==> src/rtl/vga_pkg.sv <==
// vga_pkg: shared VGA constants and helpers for the MineSweeper video path.
//   - default 640x480 timing constants (back porches, line/frame totals)
//   - rgb332_t and a field-split helper for 8-bit 3/3/2 colour
//   - cursor highlight mode encodings
package vga_pkg;

  localparam int unsigned VGA_HBP  = 144;
  localparam int unsigned VGA_VBP  = 31;
  localparam int unsigned VGA_HMAX = 800;
  localparam int unsigned VGA_VMAX = 521;

  typedef enum logic {
    HL_RED_SAT = 1'b0,  // red channel +1, saturating at 7
    HL_INVERT  = 1'b1   // bitwise invert of the whole pixel
  } hl_mode_e;

  typedef struct packed {
    logic [2:0] r;
    logic [2:0] g;
    logic [1:0] b;
  } rgb332_t;

  function automatic rgb332_t rgb332_split(input logic [7:0] pix);
    return rgb332_t'(pix);
  endfunction

endpackage

==> src/rtl/vga_blink_ctr.sv <==
// vga_blink_ctr: cursor blink phase generator.
//   clk, clr_n : pixel clock, asynchronous active-low reset
//   hc_i, vc_i : raster counters; hc == 0 && vc == 0 marks a new frame
//   phase_o    : toggles every BLINK_FR frames, 0 out of reset
module vga_blink_ctr #(
  parameter int unsigned BLINK_FR = 30
) (
  input  logic       clk,
  input  logic       clr_n,
  input  logic [9:0] hc_i,
  input  logic [9:0] vc_i,
  output logic       phase_o
);

  localparam int unsigned CW = (BLINK_FR > 1) ? $clog2(BLINK_FR) : 1;
  localparam logic [CW-1:0] LAST = CW'(BLINK_FR - 1);

  logic [CW-1:0] cnt_q;
  logic          phase_q;
  logic          tick;

  assign tick = (hc_i == '0) && (vc_i == '0);

  always_ff @(posedge clk or negedge clr_n) begin
    if (!clr_n) begin
      cnt_q   <= '0;
      phase_q <= 1'b0;
    end else if (tick) begin
      if (cnt_q == LAST) begin
        cnt_q   <= '0;
        phase_q <= ~phase_q;
      end else begin
        cnt_q <= cnt_q + 1'b1;
      end
    end
  end

  assign phase_o = phase_q;

endmodule

==> src/rtl/vga_grid_sprite.sv <==
// vga_grid_sprite: pipelined board/face sprite renderer with cursor highlight.
//   clk, clr_n           : pixel clock, asynchronous active-low reset
//   vidon, hs_in, vs_in  : video-enable and syncs aligned with hc/vc
//   hc, vc               : raster counters
//   posx, posy, blink_en : cursor tile and blink enable
//   tile_col, tile_row   : board cell of the current pixel (stage 1)
//   rom_addr_tile/_face  : registered ROM addresses (stage 1)
//   tile_pix, face_pix   : ROM data, one clock after the addresses
//   red, green, blue     : 3/3/2 colour, 3 clocks after hc/vc
//   hs_out, vs_out       : syncs delayed by 3 clocks to match the colour
module vga_grid_sprite
  import vga_pkg::*;
#(
  parameter int unsigned HBP      = VGA_HBP,
  parameter int unsigned VBP      = VGA_VBP,
  parameter int unsigned GX0      = 240,
  parameter int unsigned GY0      = 200,
  parameter int unsigned COLS     = 10,
  parameter int unsigned ROWS     = 10,
  parameter int unsigned TL2      = 4,
  parameter int unsigned FX0      = 307,
  parameter int unsigned FY0      = 174,
  parameter int unsigned FACE_W   = 26,
  parameter int unsigned FACE_H   = 26,
  parameter int unsigned FAW      = 10,
  parameter int unsigned BLINK_FR = 30,
  parameter int unsigned HL_MODE  = 0
) (
  input  logic             clk,
  input  logic             clr_n,
  input  logic             vidon,
  input  logic             hs_in,
  input  logic             vs_in,
  input  logic [9:0]       hc,
  input  logic [9:0]       vc,
  input  logic [3:0]       posx,
  input  logic [3:0]       posy,
  input  logic             blink_en,
  output logic [3:0]       tile_col,
  output logic [3:0]       tile_row,
  output logic [2*TL2-1:0] rom_addr_tile,
  output logic [FAW-1:0]   rom_addr_face,
  input  logic [7:0]       tile_pix,
  input  logic [7:0]       face_pix,
  output logic [2:0]       red,
  output logic [2:0]       green,
  output logic [1:0]       blue,
  output logic             hs_out,
  output logic             vs_out
);

  localparam int unsigned BW = COLS << TL2;
  localparam int unsigned BH = ROWS << TL2;
  localparam hl_mode_e    HL = hl_mode_e'(HL_MODE[0]);

  // ---------------- stage 1: region decode and address generation
  logic [9:0]       x, y, xo, yo;
  logic             board_on, face_on, face_sol;
  logic [3:0]       tile_col_q, tile_col_d, tile_row_q, tile_row_d;
  logic [2*TL2-1:0] addr_t_q, addr_t_d;
  logic [FAW-1:0]   addr_f_q, addr_f_d, base_q, base_d, col_q, col_d, col_eff;
  logic             board1_q, face1_q, vid1_q;

  always_comb begin
    x  = hc - 10'(HBP);
    y  = vc - 10'(VBP);
    xo = x - 10'(GX0);
    yo = y - 10'(GY0);
    board_on = (x >= 10'(GX0)) && ({1'b0, x} < 11'(GX0 + BW)) &&
               (y >= 10'(GY0)) && ({1'b0, y} < 11'(GY0 + BH));
    face_on  = (x >= 10'(FX0)) && ({1'b0, x} < 11'(FX0 + FACE_W)) &&
               (y >= 10'(FY0)) && ({1'b0, y} < 11'(FY0 + FACE_H));
    // start of a face line: reload the line base, restart the column
    face_sol = face_on && (x == 10'(FX0));

    tile_col_d = board_on ? 4'(xo >> TL2) : tile_col_q;
    tile_row_d = board_on ? 4'(yo >> TL2) : tile_row_q;
    addr_t_d   = board_on ? {yo[TL2-1:0], xo[TL2-1:0]} : addr_t_q;

    // face address = line base + column, built without a multiplier
    base_d  = base_q;
    if (face_sol) base_d = (y == 10'(FY0)) ? '0 : base_q + FAW'(FACE_W);
    col_eff  = face_sol ? '0 : col_q;
    col_d    = face_on ? col_eff + 1'b1 : col_q;
    addr_f_d = face_on ? base_d + col_eff : addr_f_q;
  end

  // ---------------- stage 2 registers
  logic board2_q, face2_q, vid2_q, hit2_q;

  // ---------------- stage 3: colour select
  logic       phase, show_hl;
  logic [7:0] rgb_q, rgb_d;
  rgb332_t    px;
  logic [2:0] hs_sr_q, vs_sr_q;

  assign show_hl = ~blink_en | phase;

  always_comb begin
    px    = rgb332_split(tile_pix);
    rgb_d = '0;
    if (vid2_q && board2_q) begin
      rgb_d = tile_pix;
      if (hit2_q && show_hl) begin
        if (HL == HL_INVERT) rgb_d = ~tile_pix;
        else rgb_d = {(px.r == 3'd7) ? 3'd7 : px.r + 3'd1, px.g, px.b};
      end
    end else if (vid2_q && face2_q) begin
      rgb_d = face_pix;
    end
  end

  always_ff @(posedge clk or negedge clr_n) begin
    if (!clr_n) begin
      tile_col_q <= '0;
      tile_row_q <= '0;
      addr_t_q   <= '0;
      addr_f_q   <= '0;
      base_q     <= '0;
      col_q      <= '0;
      board1_q   <= 1'b0;
      face1_q    <= 1'b0;
      vid1_q     <= 1'b0;
      board2_q   <= 1'b0;
      face2_q    <= 1'b0;
      vid2_q     <= 1'b0;
      hit2_q     <= 1'b0;
      rgb_q      <= '0;
      hs_sr_q    <= '1;
      vs_sr_q    <= '1;
    end else begin
      tile_col_q <= tile_col_d;
      tile_row_q <= tile_row_d;
      addr_t_q   <= addr_t_d;
      addr_f_q   <= addr_f_d;
      base_q     <= base_d;
      col_q      <= col_d;
      board1_q   <= board_on;
      face1_q    <= face_on && !board_on;
      vid1_q     <= vidon;
      board2_q   <= board1_q;
      face2_q    <= face1_q;
      vid2_q     <= vid1_q;
      hit2_q     <= (tile_col_q == posx) && (tile_row_q == posy);
      rgb_q      <= rgb_d;
      hs_sr_q    <= {hs_sr_q[1:0], hs_in};
      vs_sr_q    <= {vs_sr_q[1:0], vs_in};
    end
  end

  vga_blink_ctr #(.BLINK_FR(BLINK_FR)) u_blink (
    .clk     (clk),
    .clr_n   (clr_n),
    .hc_i    (hc),
    .vc_i    (vc),
    .phase_o (phase)
  );

  assign tile_col      = tile_col_q;
  assign tile_row      = tile_row_q;
  assign rom_addr_tile = addr_t_q;
  assign rom_addr_face = addr_f_q;
  assign red           = rgb_q[7:5];
  assign green         = rgb_q[4:2];
  assign blue          = rgb_q[1:0];
  assign hs_out        = hs_sr_q[2];
  assign vs_out        = vs_sr_q[2];

endmodule

==> config.mk <==
export PLATFORM = sky130hd
export DESIGN_NAME = vga_grid_sprite
export DESIGN_NICKNAME = d
export VERILOG_FILES = /design/src/rtl/vga_pkg.sv /design/src/rtl/vga_blink_ctr.sv /design/src/rtl/vga_grid_sprite.sv
export SDC_FILE = /design/constraint.sdc
export NUM_CORES = 1
export LEC_CHECK = 0
export BUFFER_PORTS_ARGS = -buffer_cell sky130_fd_sc_hd__buf_2
export CAP_MARGIN = 20
export CELL_PAD_IN_SITES_DETAIL_PLACEMENT = 1
export CELL_PAD_IN_SITES_GLOBAL_PLACEMENT = 2
export CORE_MARGIN = 3
export CORE_UTILIZATION = 31
export DETAILED_ROUTE_END_ITERATION = 12
export PLACE_DENSITY = 0.75
export SLEW_MARGIN = 20
export SYNTH_ARGS = -nofsm -noshare
export SYNTH_HDL_FRONTEND = slang
export SYNTH_SLANG_ARGS = --single-unit
==> constraint.sdc <==
create_clock -name clk -period 2.4 [get_ports clk]
set_clock_uncertainty 0.15 [all_clocks]
set_input_delay 0.24 -clock clk [delete_from_list [all_inputs] [get_ports clk]]
set_output_delay 0.24 -clock clk [all_outputs]
set_load 0.03 [all_outputs]
Word-level counts from Yosys, hierarchy flattened. Index checks and enable logic that the tools add are counted. W data, S select, Z words.

Word-level logic and storage cells: 69. Flip-flop bits (word level): 73. Output and inout bits: 36. Bits of input ports: 50.

Bitwise operators: 3. Muxes and demuxes: 8. $add $sub $neg: 9. Equal/unequal tests: 6. Reductions and logical operators: 17. Magnitude comparators: 8.

Operators by type and width (number): $ge A10 B8 Y1 const B (3); $lt A10 B9 Y1 const B (3); $mux W10 (3); $mux W8 (3); $logic_not A10 Y1 (2); $sub A8 B8 Y8 const B (2); $logic_and A1 B1 Y1 (13); $add A10 B1 Y10 const B (1); $add A10 B10 Y10 (1); $add A10 B5 Y10 const B (1); $eq A10 B8 Y1 const B (1); $eq A10 B9 Y1 const B (1); $ge A10 B9 Y1 const B (1); $lt A10 B8 Y1 const B (1); $sub A10 B5 Y10 const B (1); $sub A10 B8 Y10 const B (1); $eq A4 B4 Y1 (2); $add A5 B1 Y5 const B (1); $eq A5 B5 Y1 const B (1); $mux W5 (1); $add A3 B1 Y3 const B (1); $eq A3 B3 Y1 const B (1); $mux W3 (1); $not A1 Y1 (2); 3 further kinds (3).

Longest topological paths before layout. Gate-level depths: netlist (run 1).

Word-level depth: 8. Gate-level depth with buffers: 21. Depth with buffers taken out: 20.

Modules after synthesis. From an unflattened synthesis (run 1), not the netlist that was laid out.

Cells, all modules: 541. Area, all modules: 4807.1 um2.

By module, submodules not included: vga_grid_sprite (sequential area each 1684.1 um2, times used 1, area an instance 4445.5 um2, cells an instance 505); vga_blink_ctr (sequential area each 150.1 um2, times used 1, area an instance 361.6 um2, cells an instance 36).

Least setup slack after synthesis (run 1). Ideal clock, no wire load.

Path kind: input to register. Start point: input vc[0]. End point: register addr_f_q[9] (netlist: rom_addr_face[9]). Arrival time: 3.780 ns. Slack: -1.656 ns. Library setup time: 0.126 ns. Data required time: 2.124 ns. Path buffers: 0. Stages on the path: 18. Cell sequence: ha_1 nand4_4 or3_1 a31oi_4 o221ai_2 nor3b_2 nand3b_1 nand2b_4 o21ai_0 ha_1 a21o_1 a21oi_1 o21bai_1 a21oi_1 o21ai_0 a31oi_1 nor4b_1 a221o_1.

Longest elaborated chain between the ends: 7. Elaborated cells on any way between the ends: 11. Classes of those cells: add/sub: 2; order compare: 2; eq/ne: 1; mux: 3; reduce/logical: 3.

RTL lines: start, declared (line vga_grid_sprite.sv:35) `input logic [9:0] vc,`; $sub A10 B5 Y10 (*) (line vga_grid_sprite.sv:66) `y = vc - 10'(VBP);`; $ge A10 B8 Y1 (line vga_grid_sprite.sv:72) `(y >= 10'(FY0)) && ({1'b0, y} < 11'(FY0 + FACE_H));`; $logic_and A1 B1 Y1 (line vga_grid_sprite.sv:71) `face_on = (x >= 10'(FX0)) && ({1'b0, x} < 11'(FX0 + FACE_W)) &&`; $logic_and A1 B1 Y1 (line vga_grid_sprite.sv:72); $logic_and A1 B1 Y1 (line vga_grid_sprite.sv:74) `face_sol = face_on && (x == 10'(FX0));`; $mux W10 (*) (line vga_grid_sprite.sv:82) `if (face_sol) base_d = (y == 10'(FY0)) ? '0 : base_q + FAW'(FACE_W);`; named net base_d[1] (line vga_grid_sprite.sv:61) `logic [FAW-1:0] addr_f_q, addr_f_d, base_q, base_d, col_q, col_d, col_eff;`; $add A10 B10 Y10 (*) (line vga_grid_sprite.sv:85) `addr_f_d = face_on ? base_d + col_eff : addr_f_q;`; end signal, assigned (line vga_grid_sprite.sv:135) `addr_f_q <= addr_f_d;`; end, declared (line vga_grid_sprite.sv:61).

Mark *: on every way through the listed nets, which the timed path passes. The rest lies on a longest branch. A chain may end at the register's enable or synchronous reset.

Final worst setup path (run 1).
Start point: input hc[5]. End point: register addr_f_q[8] (netlist: rom_addr_face[8]).

Longest elaborated chain between the ends: 8. Elaborated cells on any way between the ends: 11. Classes of those cells: add/sub: 2; order compare: 2; eq/ne: 1; mux: 2; reduce/logical: 4.

RTL lines: start, declared (line vga_grid_sprite.sv:34) `input logic [9:0] hc,`; $sub A10 B8 Y10 (*) (line vga_grid_sprite.sv:65) `x = hc - 10'(HBP);`; $ge A10 B9 Y1 / $lt A10 B9 Y1 (equally long branches) (line vga_grid_sprite.sv:71); $logic_and A1 B1 Y1 (2 in a row) (line vga_grid_sprite.sv:71); $logic_and A1 B1 Y1 (line vga_grid_sprite.sv:72); $logic_and A1 B1 Y1 (*) (line vga_grid_sprite.sv:74); $mux W10 (*) (line vga_grid_sprite.sv:82); named net base_d[0] (line vga_grid_sprite.sv:61); $add A10 B10 Y10 (*) (line vga_grid_sprite.sv:85).

Marks and branches as above.

==> results.yml, run 1 <==
placement:
  place_congestion: 0.852
  port_buffers: 85
  dp_hpwl_mm: 11.1
  place_ws_ps: -1730
clock_tree:
  cts_max_level: 3
  clock_latency_ps: 360
  max-clock-path-buffers: 2
  ctsRootBufferMaster: "clkbuf_16"
  cts_buffers: 9
  cts.sinks: 73
  cts_tree: "built"
  path_clk_slew_ps: 60
yosys:
  yosys-mux-area-fraction_pct: 6.05
  yosysWarnings: 0
  synth_seq_cells: 73
  async_reset_ff_share_pct: 100
  syn-num-nets: 555
  synth_adder_area_share_pct: 6.38
  post_synth_num_cell_types: 72
  synth_edf_count: 0
  ys_seq_area_share_pct: 39.6
  syn_area_um2: 4630
  avgSynthCellArea_um2: 9.61
  synth_top_area_cell: "dfrtp_1"
  synth-simple-area-share_pct: 21.4
  yosys-top-cells-area: "dfrtp_1 36%, ha_1 5.9%, xnor2_1 4.2%"
  synthXorXnorAreaFrac_pct: 6.81
  syn_inst: 482
  synth_top_area_share_pct: 36.2
  synth_compound_area_share_pct: 16.0
  synth_top_family_by_area: "simple AND/OR/NAND/NOR gates"
  synth_flop_cell: "dfrtp_1"
sta:
  timing_hold_violations_final: 0
  relSlewSlack_pct: 39.1
  setup_viol: 17
  totalNegativeSetupSlack_ps: -8550
  worstMarginPinSlew_ps: 914
  hold_slack_ps: 29.0
  slew_violations: 0
  worst_slack_ps: -1190
  min_period_ps: 3590
  fmax_ghz: 0.279
  rsz0062_at_grt: "true"
  period_share_pct: 149
critical_path:
  reg2reg_from: "base_q[1]$_DFF_PN0_"
  startpoint_type: "primary input"
  r2r_end: "rom_addr_face[9]$_DFFE_PN0N_"
  critPathSlowestCell: "fa_2"
  ff2ff_setup_slack_ps: -480
  arrival_ps: 3670
  critical_path_class: "primary input to flip-flop"
  path_common_cell: "a21oi_2"
  worstPathCellList: "buf_8, clkinvlp_4, ha_1, o2111ai_1, a21boi_0, o22ai_1, o221ai_2, nor3b_2, nand3b_1, buf_6, o21a_4, ha_4, fa_2, a21o_1, a21oi_2, o21bai_1, a21oi_2, o21bai_1, a21oi_2, xor2_1, o21ai_1"
  required_ps: 2490
  worst_r2r_path_depth: 12
  cp-end-kind: "flip-flop"
  critical_path.max_fanout: 5
  slowest_delay_ps: 340
routing:
  drtIter0Drc: 256
  vias: 4564
  routedWlPerCell_um: 18.2
  wirelength_mm: 16.3
  drt_first_pass_iters: 5
  ant_nets: 0
  viasPerCell: 5.10
  drc: 0
grt:
  grtUsageTotal_pct: 19.4
  grt_max_degree: 70
  grt_pass1_wl_mm: 25.4
  first_global_vias: 5061
  grt_overflow: 0
  antenna_found_initial: 0
power_and_ir_drop:
  intPower_mw: 2.85
  power.density_nw_per_um2: 585
  switchingPower_mw: 1.37
  p_clk_share_pct: 35.4
  peakVddDrop_uv: 396
  leakagePower_nw: 3.46
  pwr-share-seq_pct: 35.9
  p_sw_share_pct: 32.5
  p_comb_share_pct: 28.7
floorplan:
  die_area_um2: 16400
  start_util_pct: 31.7
  ios: 86
  die_width_um: 128
  core_area_um2: 14600
  die_h_um: 128
  rows: 44
finish:
  drive_gt1_share_pct: 50.2
  diodes: 0
  syn_to_final_growth_pct: 55.7
  layout.nets: 779
  fillers: 1609
hold_path:
  whs_path_depth: 3
  hold_end: "rgb_q[1]$_DFF_PN0_"
  worstHoldStart: "face_pix[1]"
  min_path_type: "primary input to flip-flop"
status:
  status: "finished with violations"
  violations: "setup timing"
job:
  cap_violations: 0
-- final cells by class --
cell class | instances | area [um^2] | share of cell area [%]
multi-input cells | 370 | 3090 | 42.9
clock inverters | 6 | 90.1 | 1.25
flip-flops and latches | 73 | 1830 | 25.4
well taps | 184 | 230 | 3.19
inverters | 16 | 63.8 | 0.885
repair buffers | 236 | 1670 | 23.2
clock buffers | 10 | 229 | 3.17
-- cell usage in the layout (no fill, tap or decap), types with 6 or more instances in the layout --
master	synthesis	routed
dfstp_2	6	6
buf_4	2	136
ha_4	0	7
nor2b_1	11	11
xnor2_2	0	7
buf_6	2	11
o21ai_0	30	13
nor3_1	8	8
inv_1	16	14
xor2_1	14	13
a22oi_1	9	7
xnor2_1	22	15
clkbuf_16	0	9
nand4_1	10	10
buf_2	5	80
a21oi_2	0	10
and2_1	16	12
ha_1	22	14
nor2_1	34	32
nand2_1	40	36
mux2_4	9	20
dfrtp_1	67	67
nand2b_1	9	9
o21ai_1	1	13
nand3_1	10	7
a21oi_1	27	17
-- sequential cells by signal, indices dropped and copies added (netlist names), 4 cells and up --
| register | cells |
|---|---|
| base_q | 10 |
| col_q | 10 |
| rgb_q | 8 |
| rom_addr_face | 10 |
| rom_addr_tile | 8 |
| tile_col | 4 |
| tile_row | 4 |
| u_blink.cnt_q | 5 |
-- critical path, delay by kind of cell --
| kind | cells | cell delay, ps |
|---|---|---|
| simple gates | 2 | 400 |
| xor+xnor | 1 | 150 |
| fa+ha+maj | 3 | 720 |
| compound gates | 12 | 1810 |
| buf+inv | 3 | 350 |
-- cells in the mapped netlist, drive strengths merged (10+ instances only) --
master	instances
clkbuf	13
nand3	11
nor2	35
nand4	11
ha	22
xnor2	22
inv	16
a21oi	27
dfrtp	67
o21ai	31
nand2	40
and2	17
nand2b	10
mux2	21
nor2b	11
xor2	14
buf	10
-- power groups by stage --
stage	sequential [mW]	clock (mW)	combinational (mW)
finish	1.51	1.50	1.21
global placement	1.52	0	1.06
floorplan	1.76	0	0.400
detailed placement	1.53	0	1.08
CTS	1.51	1.51	1.18
global route	1.54	1.57	1.28
-- worst max path at each step --
stage          slack, ps                           end   from
2_1_floorplan      -1270  rom_addr_face[8]$_DFFE_PN0N_  vc[0]
3_3_place_gp       -1510  rom_addr_face[8]$_DFFE_PN0N_  vc[0]
3_5_place_dp       -1730  rom_addr_face[8]$_DFFE_PN0N_  vc[0]
4_1_cts            -1150  rom_addr_face[9]$_DFFE_PN0N_  vc[0]
5_1_grt            -1430  rom_addr_face[8]$_DFFE_PN0N_  hc[5]
6_report           -1190  rom_addr_face[8]$_DFFE_PN0N_  hc[5]
-- routing by layer --
layer	vias to the layer above	GRT usage [%]	share of wire [%]
li1	2165	-	-
met1	2285	23.1	42
met2	96	35.1	53
met3	18	3.42	3.4
met4	0	6.30	1.9
met5	-	0	0
-- cells by family after synthesis --
| group | count (synthesis) |
|---|---|
| AO/OA/AOI/OAI | 111 |
| XOR/XNOR | 36 |
| adder cells (fa/ha/maj) | 23 |
| buffers and inverters | 39 |
| flip-flops | 73 |
| multiplexers | 22 |
| AND/OR/NAND/NOR | 178 |
-- metrics by stage --
stage / utilization (%) / cell area [um^2] / std cells / power, mW
finish: 49.4 / 7210 / 895 / 4.22
global route: 49.4 / 7210 / 895 / 4.39
CTS: 48.1 / 7020 / 896 / 4.20
detailed placement: 42.4 / 6180 / 853 / 2.61
global placement: 42.4 / 6180 / 853 / 2.58
floorplan: - / 4710 / 482 / 2.16
-- what timing repair did --
action	in CTS	in global routing
pin swaps	29	28
endpoints found under the hold margin	71	0
endpoints found under the setup margin	40	42
gates cloned	2	0
buffers inserted	24	5
hold buffers	5	0
gates resized for setup	74	46
(Power assumes the default switching activity.)
==> run 2: changes to the inputs <==
--- a/config.mk
+++ b/config.mk
@@ -12,8 +12,9 @@
 export CORE_MARGIN = 3
 export CORE_UTILIZATION = 31
 export DETAILED_ROUTE_END_ITERATION = 12
-export PLACE_DENSITY = 0.75
+export PLACE_DENSITY = 0.76
 export SLEW_MARGIN = 20
 export SYNTH_ARGS = -nofsm -noshare
 export SYNTH_HDL_FRONTEND = slang
+export SYNTH_HIERARCHICAL = 1
 export SYNTH_SLANG_ARGS = --single-unit
==> constraint.sdc (replaced) <==
create_clock -name clk -period 2.4 [get_ports clk]
set_clock_uncertainty 0.15 [all_clocks]
set_input_delay 0.24 -clock clk [delete_from_list [all_inputs] [get_ports clk]]
set_output_delay 0.24 -clock clk [all_outputs]
set_load 0.1 [all_outputs]
==> results.yml, run 2 <==
floorplan:
  core_area_um2: 14900
  die_h_um: 131
  ios: 86
  die_width_um: 131
  start_util_pct: 32.3
  rows: 44
  die_area_um2: 17000
power_and_ir_drop:
  switchingPower_mw: 2.06
  power.density_nw_per_um2: 636
  p_comb_share_pct: 37.3
  pwr-share-seq_pct: 30.2
  leakagePower_nw: 3.57
  peakVddDrop_uv: 430
  intPower_mw: 2.88
  p_clk_share_pct: 32.5
  p_sw_share_pct: 41.7
grt:
  grtUsageTotal_pct: 20.9
  first_global_vias: 5358
  grt_max_degree: 46
  grt_pass1_wl_mm: 28.1
  antenna_found_initial: 0
  grt_overflow: 0
sta:
  setup_viol: 20
  period_share_pct: 145
  timing_hold_violations_final: 0
  min_period_ps: 3480
  hold_slack_ps: 8.68
  worst_slack_ps: -1080
  worstMarginPinSlew_ps: 620
  slew_violations: 0
  rsz0062_at_grt: "true"
  fmax_ghz: 0.288
  relSlewSlack_pct: 58.7
hold_path:
  whs_path_depth: 3
  worstHoldStart: "vc[0]"
  hold_end: "rom_addr_tile[4]$_DFFE_PN0P_"
  min_path_type: "primary input to flip-flop"
placement:
  port_buffers: 85
  dp_hpwl_mm: 12.9
  place_congestion: 0.867
  place_ws_ps: -1620
finish:
  drive_gt1_share_pct: 48.9
  layout.nets: 853
  final_common_cell: "buf_4"
  diodes: 0
  register_area_um2: 1830
  multiInputGateArea_um2: 3370
  final_cell_mix: "145 x buf_4, 79 x buf_2, 70 x nand2_1"
  fillers: 1707
  syn_to_final_growth_pct: 61.3
critical_path:
  slowest_delay_ps: 290
  arrival_ps: 3580
  ff2ff_setup_slack_ps: -560
  critical_path_class: "primary input to flip-flop"
  critPathSlowestCell: "o2111a_2"
  critical_path.max_fanout: 5
  cp-end-kind: "flip-flop"
  worst_r2r_path_depth: 13
  reg2reg_from: "base_q[2]$_DFF_PN0_"
  worstPathCellList: "buf_8, ha_4, nand4_1, a21oi_2, ha_2, nand2_2, nor2b_2, nand3_2, a31oi_4, o2111a_2, nand2_4, buf_6, and2_4, ha_4, nand2_2, nor3_4, nor4_4, a21oi_2, buf_4, nand3_2, and4_1, o31ai_1"
  required_ps: 2510
  r2r_end: "rom_addr_face[9]$_DFFE_PN0N_"
  startpoint_type: "primary input"
yosys:
  yosys-top-cells-area: "dfrtp_1 35%, nand2_1 6.0%, ha_1 4.7%"
  synth_top_area_cell: "dfrtp_1"
  syn_area_um2: 4810
  async_reset_ff_share_pct: 100
  synth_seq_cells: 73
  avgSynthCellArea_um2: 8.89
  synth_top_area_share_pct: 34.9
  synth_edf_count: 0
  syn_inst: 541
  yosys-top-cells-count: "77 x nand2_1, 67 x dfrtp_1, 39 x nor2_1"
  yosysWarnings: 6
  ys_seq_area_share_pct: 38.2
  synthMostInstantiatedCell: "nand2_1"
  syn-num-nets: 609
  synth_flop_cell: "dfrtp_1"
  post_synth_num_cell_types: 84
status:
  status: "finished with violations"
  violations: "setup timing"
routing:
  viasPerCell: 5.27
  vias: 5129
  routedWlPerCell_um: 18.7
  drc: 0
  drt_first_pass_iters: 4
  ant_nets: 0
  wirelength_mm: 18.2
  drtIter0Drc: 222
job:
  cap_violations: 0
clock_tree:
  cts_buffers: 9
  ctsRootBufferMaster: "clkbuf_16"
  max-clock-path-buffers: 2
  path_clk_slew_ps: 60
  cts.sinks: 73
  cts_max_level: 3
  cts_tree: "built"
  clock_latency_ps: 350
[run 2: cell count changes after synthesis, moves of 5 or more]
| cell | previous run | this run |
|---|---|---|
| nand3_1 | 10 | 15 |
| nand2_1 | 40 | 77 |
| a21boi_0 | 2 | 7 |
| o21ai_0 | 30 | 38 |
| nor2_1 | 34 | 39 |
| o31ai_1 | 5 | 11 |
| mux2_4 | 9 | 0 |
[run 2: layer usage]
| layer | vias up | wire (um) | track usage, % |
|---|---|---|---|
| met5 | - | 0 | 0 |
| met4 | 0 | 133 | 4.42 |
| met3 | 11 | 562 | 2.85 |
| met2 | 102 | 9280 | 36.9 |
| met1 | 2579 | 8250 | 27.4 |
| li1 | 2437 | - | - |
[run 2: worst max-delay path by stage]
| stage | slack [ps] | end | cells after the start | startpoint |
|---|---|---|---|---|
| floorplan | -1370 | rom_addr_face[7]$_DFFE_PN0N_ | 20 | vc[0] |
| global placement | -1490 | rom_addr_face[9]$_DFFE_PN0N_ | 20 | vc[0] |
| detailed placement | -1620 | rom_addr_face[9]$_DFFE_PN0N_ | 19 | vc[0] |
| CTS | -1110 | rom_addr_face[7]$_DFFE_PN0N_ | 21 | vc[1] |
| global route | -1280 | rom_addr_face[9]$_DFFE_PN0N_ | 22 | vc[1] |
| finish | -1080 | rom_addr_face[9]$_DFFE_PN0N_ | 22 | vc[1] |
[run 2: power by group through the flow]
stage / registers (mW) / clock network [mW] / logic, mW
2_1_floorplan: 2.44 / 0 / 0.369
3_3_place_gp: 1.50 / 0 / 1.73
3_5_place_dp: 1.51 / 0 / 1.76
4_1_cts: 1.49 / 1.64 / 1.83
5_1_grt: 1.51 / 1.69 / 1.93
6_report: 1.49 / 1.60 / 1.84
[run 2: repair_timing]
action,CTS,global route
endpoints found under the setup margin,41,43
buffers inserted,30,12
gates cloned,1,0
hold buffers,5,0
pin swaps,36,36
gates resized for setup,74,58
hold endpoints to repair,48,0
[run 2: layout make-up]
cell class	count	area share (%)
Multi-Input combinational cell	426	43.4
Clock buffer	10	3.08
Timing Repair Buffer	258	24.4
Sequential cell	73	23.7
Inverter	17	0.985
Clock inverter	6	1.47
Tap cell	184	2.97
[run 2: worst max-delay path: cells and delay by family]
| family | cells | cell delay (ps) |
|---|---|---|
| buffers and inverters | 3 | 420 |
| AOI/OAI and AO/OA | 5 | 1100 |
| and+or+nand+nor | 11 | 1210 |
| adders and majority gates | 3 | 610 |
[run 2: cell families after synthesis]
kind of cell    synth area share (%)
flops                           38.2
fa+ha+maj                       4.89
mux                            0.937
compound gates                  21.9
simple gates                    23.1
xor+xnor                        6.87
buf+inv                         4.19
[run 2: through the flow]
stage	setup TNS, ps	area, um^2	instances	total power [mW]	utilization (%)
finish	-10690	7750	974	4.93	52.2
global route	-15390	7750	974	5.13	52.2
CTS	-10340	7430	964	4.96	50.0
detailed placement	-31580	6470	914	3.27	43.5
global placement	-26670	6470	914	3.24	43.5
floorplan	-13310	5020	541	2.81	-
==> run 3: changes to the inputs <==
--- a/config.mk
+++ b/config.mk
@@ -13,6 +13,7 @@
 export CORE_UTILIZATION = 31
 export DETAILED_ROUTE_END_ITERATION = 12
 export PLACE_DENSITY = 0.76
+export SKIP_LAST_GASP = 1
 export SLEW_MARGIN = 20
 export SYNTH_ARGS = -nofsm -noshare
 export SYNTH_HDL_FRONTEND = slang
==> results.yml, run 3 (synthesized netlist as in run 2, its figures left out) <==
status:
  status: "finished with violations"
  violations: "setup timing"
floorplan:
  start_util_pct: 32.3
  die_width_um: 131
  ios: 86
  rows: 44
  core_area_um2: 14900
  die_area_um2: 17000
  die_h_um: 131
sta:
  period_share_pct: 146
  rsz0062_at_grt: "true"
  fmax_ghz: 0.285
  worstMarginPinSlew_ps: 629
  timing_hold_violations_final: 0
  setup_viol: 37
  min_period_ps: 3500
  worst_slack_ps: -1100
  hold_slack_ps: 25.5
  totalNegativeSetupSlack_ps: -12320
  relSlewSlack_pct: 58.1
  slew_violations: 0
grt:
  grt_max_degree: 46
  grtUsageTotal_pct: 20.9
  first_global_vias: 5382
  antenna_found_initial: 0
  grt_overflow: 0
  grt_pass1_wl_mm: 28.0
routing:
  ant_nets: 0
  drtIter0Drc: 207
  drc: 0
  viasPerCell: 5.30
  wirelength_mm: 18.6
  vias: 5167
  routedWlPerCell_um: 19.1
  drt_first_pass_iters: 4
clock_tree:
  cts_buffers: 9
  cts.sinks: 73
  path_clk_slew_ps: 60
  cts_max_level: 3
  cts_tree: "built"
  clock_latency_ps: 340
  max-clock-path-buffers: 2
  ctsRootBufferMaster: "clkbuf_16"
finish:
  final_common_cell: "buf_4"
  final_cell_mix: "146 x buf_4, 79 x buf_2, 70 x nand2_1"
  drive_gt1_share_pct: 49.4
  diodes: 0
  final_cells: 974
  layout.nets: 853
  post-route-util_pct: 52.2
  syn_to_final_growth_pct: 61.4
job:
  cap_violations: 0
placement:
  place_congestion: 0.867
  port_buffers: 85
  dp_hpwl_mm: 12.9
  place_inst: 914
critical_path:
  required_ps: 2510
  path_common_cell: "buf_8"
  critPathBufInv: 4
  cp-end-kind: "flip-flop"
  startpoint_type: "primary input"
  slowest_delay_ps: 290
  critPathSlowestCell: "o2111a_2"
  crit_family: "compound AO/OA/AOI/OAI gates"
  worstPathCellList: "buf_8, and2_4, nand2_1, xor2_2, inv_1, ha_2, nand2_2, nor2b_2, nand3_2, a31oi_4, o2111a_2, nand2_4, buf_12, buf_8, o21ai_4, o31ai_4, ha_4, o21a_1, o21ai_2, nand2b_1, a32oi_1, a31oi_1, o31ai_1"
  critical_path_class: "primary input to flip-flop"
  critical_path.max_fanout: 7
  arrival_ps: 3610
power_and_ir_drop:
  peakVddDrop_uv: 428
  leakagePower_nw: 3.60
  power_mw: 4.93
  power.density_nw_per_um2: 635
hold_path:
  min_path_type: "primary input to flip-flop"
-- run 3: worst min-delay path, delay by kind of cell --
family	cells	cell delay, ps
AO/OA/AOI/OAI	1	50
buffers and inverters	2	190
-- run 3: cell type report --
class                   instances  area [um^2]
clock inverters                 6          114
well taps                     184          230
fillers                      1703         7110
inverters                      17         76.3
flip-flops and latches         73         1830
clock buffers                  10          239
repair buffers                258         1890
multi-input cells             426         3380
-- run 3: power breakdown --
part | total (mW) | internal (mW) | switching, mW
Clock | 1.60 | 1.05 | 0.552
Combinational | 1.84 | 0.451 | 1.39
Sequential | 1.49 | 1.38 | 0.114
-- run 3: what timing repair did --
item / 4_1_cts / 5_1_grt
hold buffers: 5 / 0
resized for setup: 73 / 60
setup endpoints to repair: 41 / 43
pin swaps: 36 / 44
gates cloned: 1 / 0
buffers inserted: 30 / 12
endpoints found under the hold margin: 48 / 0
-- run 3: routing by layer --
layer | track usage (%) | up-vias | wire length, um
met2 | 36.5 | 112 | 9370
li1 | - | 2443 | -
met3 | 2.97 | 15 | 682
met1 | 27.4 | 2597 | 8290
met5 | 0 | - | 0
met4 | 4.90 | 0 | 232
-- run 3: worst paths after layout --
path	startpoint	to	slack, ps	cells past startpoint
worst max-delay path	vc[0]	rom_addr_face[9]$_DFFE_PN0N_	-1100	23
worst min register to register	face1_q$_DFF_PN0_	face2_q$_DFF_PN0_	200	0
worst min-delay path	vc[0]	rom_addr_tile[4]$_DFFE_PN0P_	30	3
worst max register to register	base_q[2]$_DFF_PN0_	rom_addr_face[9]$_DFFE_PN0N_	-590	13
max in group asynchronous	clr_n	vs_sr_q[2]$_DFF_PN1_	1120	3
min in group asynchronous	clr_n	hit2_q$_DFF_PN0_	320	2
-- run 3: per-stage QoR --
step / cell area, um^2 / setup WS (ps)
after floorplan: 5020 / -1370
after global placement: 6470 / -1490
after detailed placement: 6470 / -1620
after CTS: 7420 / -1110
after global routing: 7760 / -1310
final: 7760 / -1100
